**config.mk**
```make
export PLATFORM = sky130hd
export DESIGN_NAME = demux14_stream
export DESIGN_NICKNAME = d
export VERILOG_FILES = /design/src/rtl/demux14_stream.sv
export SDC_FILE = /design/constraint.sdc
export NUM_CORES = 1
export LEC_CHECK = 0
export ABC_AREA = 1
export BUFFER_PORTS_ARGS = -buffer_cell sky130_fd_sc_hd__buf_2
export CAP_MARGIN = 20
export CORE_MARGIN = 4
export CORE_UTILIZATION = 42
export DETAILED_ROUTE_END_ITERATION = 6
export GPL_TIMING_DRIVEN = 1
export PLACE_DENSITY_LB_ADDON = 0.05
export SLEW_MARGIN = 20
export SYNTH_ARGS = -nofsm -noshare
export SYNTH_HDL_FRONTEND = slang
export SYNTH_SLANG_ARGS = --single-unit
```
**constraint.sdc**
```tcl
create_clock -name clk -period 2.3 [get_ports clk]
set_input_delay 0.46 -clock clk [delete_from_list [all_inputs] [get_ports clk]]
set_output_delay 0.46 -clock clk [all_outputs]
set_load 0.01 [all_outputs]
```
**src/rtl/demux14_stream.sv**
```systemverilog
// 1-to-4 stream distributor: steers each accepted element into one of four lane
// holding registers (explicit or round-robin select) and pulses done once drained.
module demux14_stream #(
    parameter int WIDTH = 16,
    parameter int CNT_W = 8
) (
    input  logic               clk,
    input  logic               rst_n,
    input  logic               start,
    input  logic [CNT_W-1:0]   vlen,
    input  logic               auto_sel,
    input  logic [WIDTH-1:0]   in_data,
    input  logic [1:0]         in_sel,
    input  logic               in_valid,
    output logic               in_ready,
    output logic [4*WIDTH-1:0] out_data,
    output logic [3:0]         out_valid,
    input  logic [3:0]         out_ready,
    output logic               busy,
    output logic               done
);

    typedef enum logic [1:0] {
        IDLE,
        RUN,
        DRAIN
    } state_t;

    state_t           state;
    logic [CNT_W-1:0] vlen_q;
    logic [CNT_W-1:0] cnt;
    logic [CNT_W-1:0] cnt_next;
    logic             auto_q;
    logic [1:0]       rr;
    logic [1:0]       lane;
    logic             accept;

    // A lane can take a new element if it is empty or being drained this cycle.
    always_comb begin
        lane     = auto_q ? rr : in_sel;
        in_ready = (state == RUN) & (~out_valid[lane] | out_ready[lane]);
        accept   = in_valid & in_ready;
        busy     = (state != IDLE);
        cnt_next = cnt + 1'b1;
    end

    always_ff @(posedge clk or negedge rst_n) begin
        if (!rst_n) begin
            state  <= IDLE;
            vlen_q <= '0;
            auto_q <= 1'b0;
            cnt    <= '0;
            rr     <= 2'd0;
            done   <= 1'b0;
        end else begin
            done <= 1'b0;
            case (state)
                IDLE: begin
                    if (start) begin
                        if (vlen != '0) begin
                            vlen_q <= vlen;
                            auto_q <= auto_sel;
                            cnt    <= '0;
                            rr     <= 2'd0;
                            state  <= RUN;
                        end else begin
                            done <= 1'b1;
                        end
                    end
                end
                RUN: begin
                    if (accept) begin
                        cnt <= cnt_next;
                        if (auto_q) rr <= rr + 2'd1;
                        if (cnt_next == vlen_q) state <= DRAIN;
                    end
                end
                DRAIN: begin
                    if (out_valid == 4'b0000) begin
                        state <= IDLE;
                        done  <= 1'b1;
                    end
                end
                default: state <= IDLE;
            endcase
        end
    end

    // Reload wins over drain so a lane can sustain one element per cycle.
    always_ff @(posedge clk or negedge rst_n) begin
        if (!rst_n) begin
            out_data  <= '0;
            out_valid <= 4'b0000;
        end else begin
            for (int i = 0; i < 4; i++) begin
                if (accept && lane == 2'(i)) begin
                    out_data[i*WIDTH +: WIDTH] <= in_data;
                    out_valid[i]               <= 1'b1;
                end else if (out_valid[i] && out_ready[i]) begin
                    out_valid[i] <= 1'b0;
                end
            end
        end
    end

endmodule

```
# == Word-level counts from Yosys, hierarchy flattened ==
# Index checks and enable logic that the tools add are counted.
# totals
regBits,90
inputBits,35
out_inout_bits,71
elab_cells,87
# op_classes
addsub,2
n_lt_le_gt_ge,1
n_eq_ne,12
mux,32
bitwise,4
n_reduce_logical,22
# op_table
cell,count
8-bit two-way mux,3
2-bit two-way mux,10
8-bit case mux with 2 select lines,1
1-bit two-way mux,13
2-bit nonzero test,6
2-bit inequality test (second input constant),5
5-bit AND reduction,2
8-bit by 1-bit adder with 8-bit output (second input constant),1
8-bit equality test,1
1-bit logical AND,8
8-bit nonzero test,1
2-bit equality test (second input constant),3
2-bit case mux with 3 select lines,1
1-bit binary-select mux with 2-bit select,2
2-bit by 1-bit equality test with 1-bit output (second input constant),2
2-bit logical NOT,2
4-bit logical NOT,1
2-bit case mux with 2 select lines,1
4-bit AND reduction,1
2-bit by 3-bit less-than comparator with 1-bit output (second input constant),1
3-bit AND reduction,1
2-bit by 1-bit adder with 2-bit output (second input constant),1
1-bit AND,2
2-bit by 1-bit inequality test with 1-bit output (second input constant),1
other kinds (3),3

# == Longest topological paths before layout ==
# depth
word_depth,9
depth_mapped,14
mapped_depth_nobuf,13

# == Worst setup path before layout ==
# Ideal clock, no wire load.
# synth_path
path_type,input -> register
startpoint,in in_sel[0]
endpoint,reg out_data[24]
setup_ns,0.119
arrival_ns,1.657
required_time_ns,2.181
path_slack_ns,0.524
stages,12
path_cell_list,inv_1 > nand2_1 > nand2_1 > nand2_1 > nand2_1 > nand2_1 > nand2_2 > a21oi_4 > nand4_2 > buf_4 > nand2_1 > o21ai_2
# synth_via
elab_chain_len,8
# synth_rtl
element,line_no,rtl
start: declaration,13,"input logic [1:0] in_sel,"
2-bit two-way mux (*),40,lane = auto_q ? rr : in_sel;
1-bit binary-select mux with 2-bit select,41,in_ready = (state == RUN) & (~out_valid[lane] | out_ready[lane]);
1-bit two-way mux (implied by the code),41,
1-bit inverter,41,
1-bit bitwise OR (*),41,
1-bit AND (*),41,
named net in_ready,15,"output logic in_ready,"
1-bit AND (*),42,accept = in_valid & in_ready;
1-bit logical AND (*),96,if (accept && lane == 2'(i)) begin
end signal: indexed assignment,97,out_data[i*WIDTH +: WIDTH] <= in_data;
end: declaration,16,"output logic [4*WIDTH-1:0] out_data,"
# Mark *: on every way through the listed nets, which the timed path passes. The rest lies on a longest branch. The select of a mux whose other input is x is not followed.
# A chain may end at the register's enable or synchronous reset.

# == Worst setup path after layout ==
# layout_path
startpoint,reg auto_q
endpoint,out in_ready
# layout_via
elab_chain_len,6
# layout_rtl
element,line_no,rtl
start: declaration,33,logic auto_q;
start signal: assignment,62,auto_q <= auto_sel;
2-bit two-way mux (*),40,
1-bit binary-select mux with 2-bit select,41,
1-bit two-way mux (implied by the code),41,
1-bit inverter,41,
1-bit bitwise OR (*),41,
1-bit AND (*),41,
end: declaration,15,
# Every way passes the cells marked *; elsewhere a longest branch is shown, timed or not. The select of a mux whose other input is x is not followed.

==> metrics <==
max-cap viol count 0; count of input and output buffers around 110; clock buffer depth 2; VDD IR max 594.6 µV; Final Power approximately 6.5 mW; Slew @ Worst Pin slightly above 0.6 ns; critical path launch point type register; synthesized area per cell between 8 and 9 µm²; Tmin final roughly 2.1 ns; setup ws final approximately 0.16 ns; Clock Latency Late Sink between 0.3 and 0.4 ns; final hold viol count 0; final period utilization between 90% and 100%; Final Non-Filler Cells roughly 700; Achievable Freq ~470 MHz; Slew HR about three fifths; # fillers 885; Post-DP HPWL roughly 6700 µm; Net Count, Synth roughly 500; htree depth 3; number of global-route vias before repair approximately 3,300; Post-synth top flop dfrtp_1; grt ovf 0; Root Driver clkbuf_8; WL final between 9000 and 10,000 µm; Top cell by count, worst path nand2_1; final setup violation count 0; Async SR Flop Fraction 100.0%; leakage about 2.6 nW; Placed Cells 685; Netlist cell types 26; Warnings, synthesis 0; 1st-iter DRT viols roughly 110; Pre-antenna DRT Iters 4; post-route ant nets 0; Area Overhead vs Synth 21.39%; die height about 110 µm; Hold WC Path Type input port to asynchronous set/reset pin; RSZ-0062 raised after global routing false; sequential area share after synthesis a little under three fifths; CTS tree yes; number of synthesized flops with an enable pin 0; synthesized flop and latch total 90; Antenna diodes 0; first-pass GRT wire length 15,410 µm; crit path kind register to primary output; Tot GR Track Use 16.94%; Post-Route Utilization 52.57%; Final Slew Violations 0; Hold WS ~0.11 ns; # rows 35; Final #Nets roughly 610; nature of the critical path endpoint primary output; outcome complete, no violations; most frequent cells in the layout nand2_1 (140), buf_2 (104), dfrtp_1 (90); Critical Path, Cell by Cell inv_2 > nand2_1 > nand2_2 > nand3_1 > nand2_1 > nor2_2 > a21oi_4 > buf_2; via count between 3,000 and 4,000; Clk pin slew, worst setup/hold paths 0.09 ns; R2R cell count 11; clk_skew 0.01296 ns; placer's final routability congestion estimate roughly 0.76; most common cell after layout, fill and taps aside nand2_1; largest net degree at the start of global routing 47; io pins around 110; setup_tns 0 ns; Avg Vias per Cell about 4.7; CP Max Fanout 6; fin area around 4900 µm²; wire per inst about 13 µm; Power Dens Cells roughly 1300 nW/µm²; crit path max-delay cell type dfrtp_1; multi-input logic area 1418 µm²; Area after DPL about 4600 µm²; Core Region ~9200 µm²; initial antenna violation count 0; Total Die Area 11,150 µm²; DRC Markers 0; Reg area 2252 µm²; Worst Path Required roughly 1.8 ns; layout cells sized above 1 26.66%; total CTS buffers 9; initial core utilization 43.30%; Worst EP arrival roughly 1.7 ns; Post-Synthesis Cells 457; cts-stage hold buffer count 0; Die X about 110 µm; synthesized area 4001 µm²; DP Worst Slack roughly 0.3 ns; max incr delay on CP 0.44 ns; clock sinks 90
## where the power goes
part / switching (mW) / internal (mW)
clock: 0.577 / 0.515
combinational: 1.59 / 1.09
sequential: 0.443 / 2.26
## path summary, 6_finish.rpt
kind / slack, ns / start / end
min in group clk: 0.31 / out_ready[2] / out_valid[2]
hold reg to reg: 0.49 / out_data[60] / out_data[60]
setup / recovery: 0.16 / auto_q / in_ready
hold / removal: 0.11 / rst_n / cnt[2]
setup reg to reg: 0.33 / auto_q / out_valid[3]
max in group asynchronous: 1.52 / rst_n / out_data[38]
## layout make-up
type / instances / area share (%)
Clock buffer: 10 / 2.628
Clock inverter: 6 / 1.494
Multi-Input combinational cell: 298 / 29.19
Timing Repair Buffer: 116 / 12.83
Sequential cell: 90 / 46.37
Tap cell: 129 / 3.323
Inverter: 54 / 4.173
## registers in the layout, summed over array words and instances, names as in the netlist
name / cells
out_data: 64
cnt: 8
vlen_q: 8
out_valid: 4
rr: 2
state: 2
auto_q: 1
done: 1
## per-layer routing
metal / GRT usage [%] / routed length [µm]
met3: 4.225 / 548
met1: 22.39 / 4272
met4: 5.550 / 165
met2: 27.37 / 4132
met5: 0 / 0
## worst max-delay path: cells and delay by family, from the launching register on
family                 cells  cell delay [ns]
flip-flops                 1             0.44
buffers and inverters      2             0.29
AND/OR/NAND/NOR            5             0.44
AO/OA/AOI/OAI              1             0.18
## cell families (layout without fill, tap and decap cells)
group           after synthesis  in the layout  synth area share, %
simple gates                203            203                21.33
compound gates               90             90                12.66
flops                        90             90                56.29
buf+inv                      69            186                8.537
xor+xnor                      4              4               0.8757
fa+ha+maj                     1              1               0.3126
## synth_stat cells (2+ instances only)
cell / n / area (µm²)
nand3_1: 28 / 140.1
buf_4: 4 / 30.03
xnor2_1: 2 / 17.52
nand2_2: 2 / 12.51
a21oi_1: 2 / 10.01
nand4_2: 4 / 50.05
xor2_1: 2 / 17.52
nand4_1: 3 / 18.77
o21ai_2: 9 / 78.83
o21ai_0: 18 / 90.09
nor2_1: 19 / 71.32
nand2_1: 144 / 540.5
inv_1: 53 / 198.9
clkbuf_1: 2 / 7.510
dfrtp_1: 90 / 2252
buf_6: 9 / 101.4
o21ai_1: 57 / 285.3
## what timing repair did
| item | 4_1_cts | 5_1_grt |
|---|---|---|
| endpoints found under the setup margin | 0 | 1 |
| setup buffers | 0 | 2 |
| hold endpoints to repair | 0 | 0 |
| gates resized for setup | 0 | 4 |
Power figures use the tool's default switching activity.
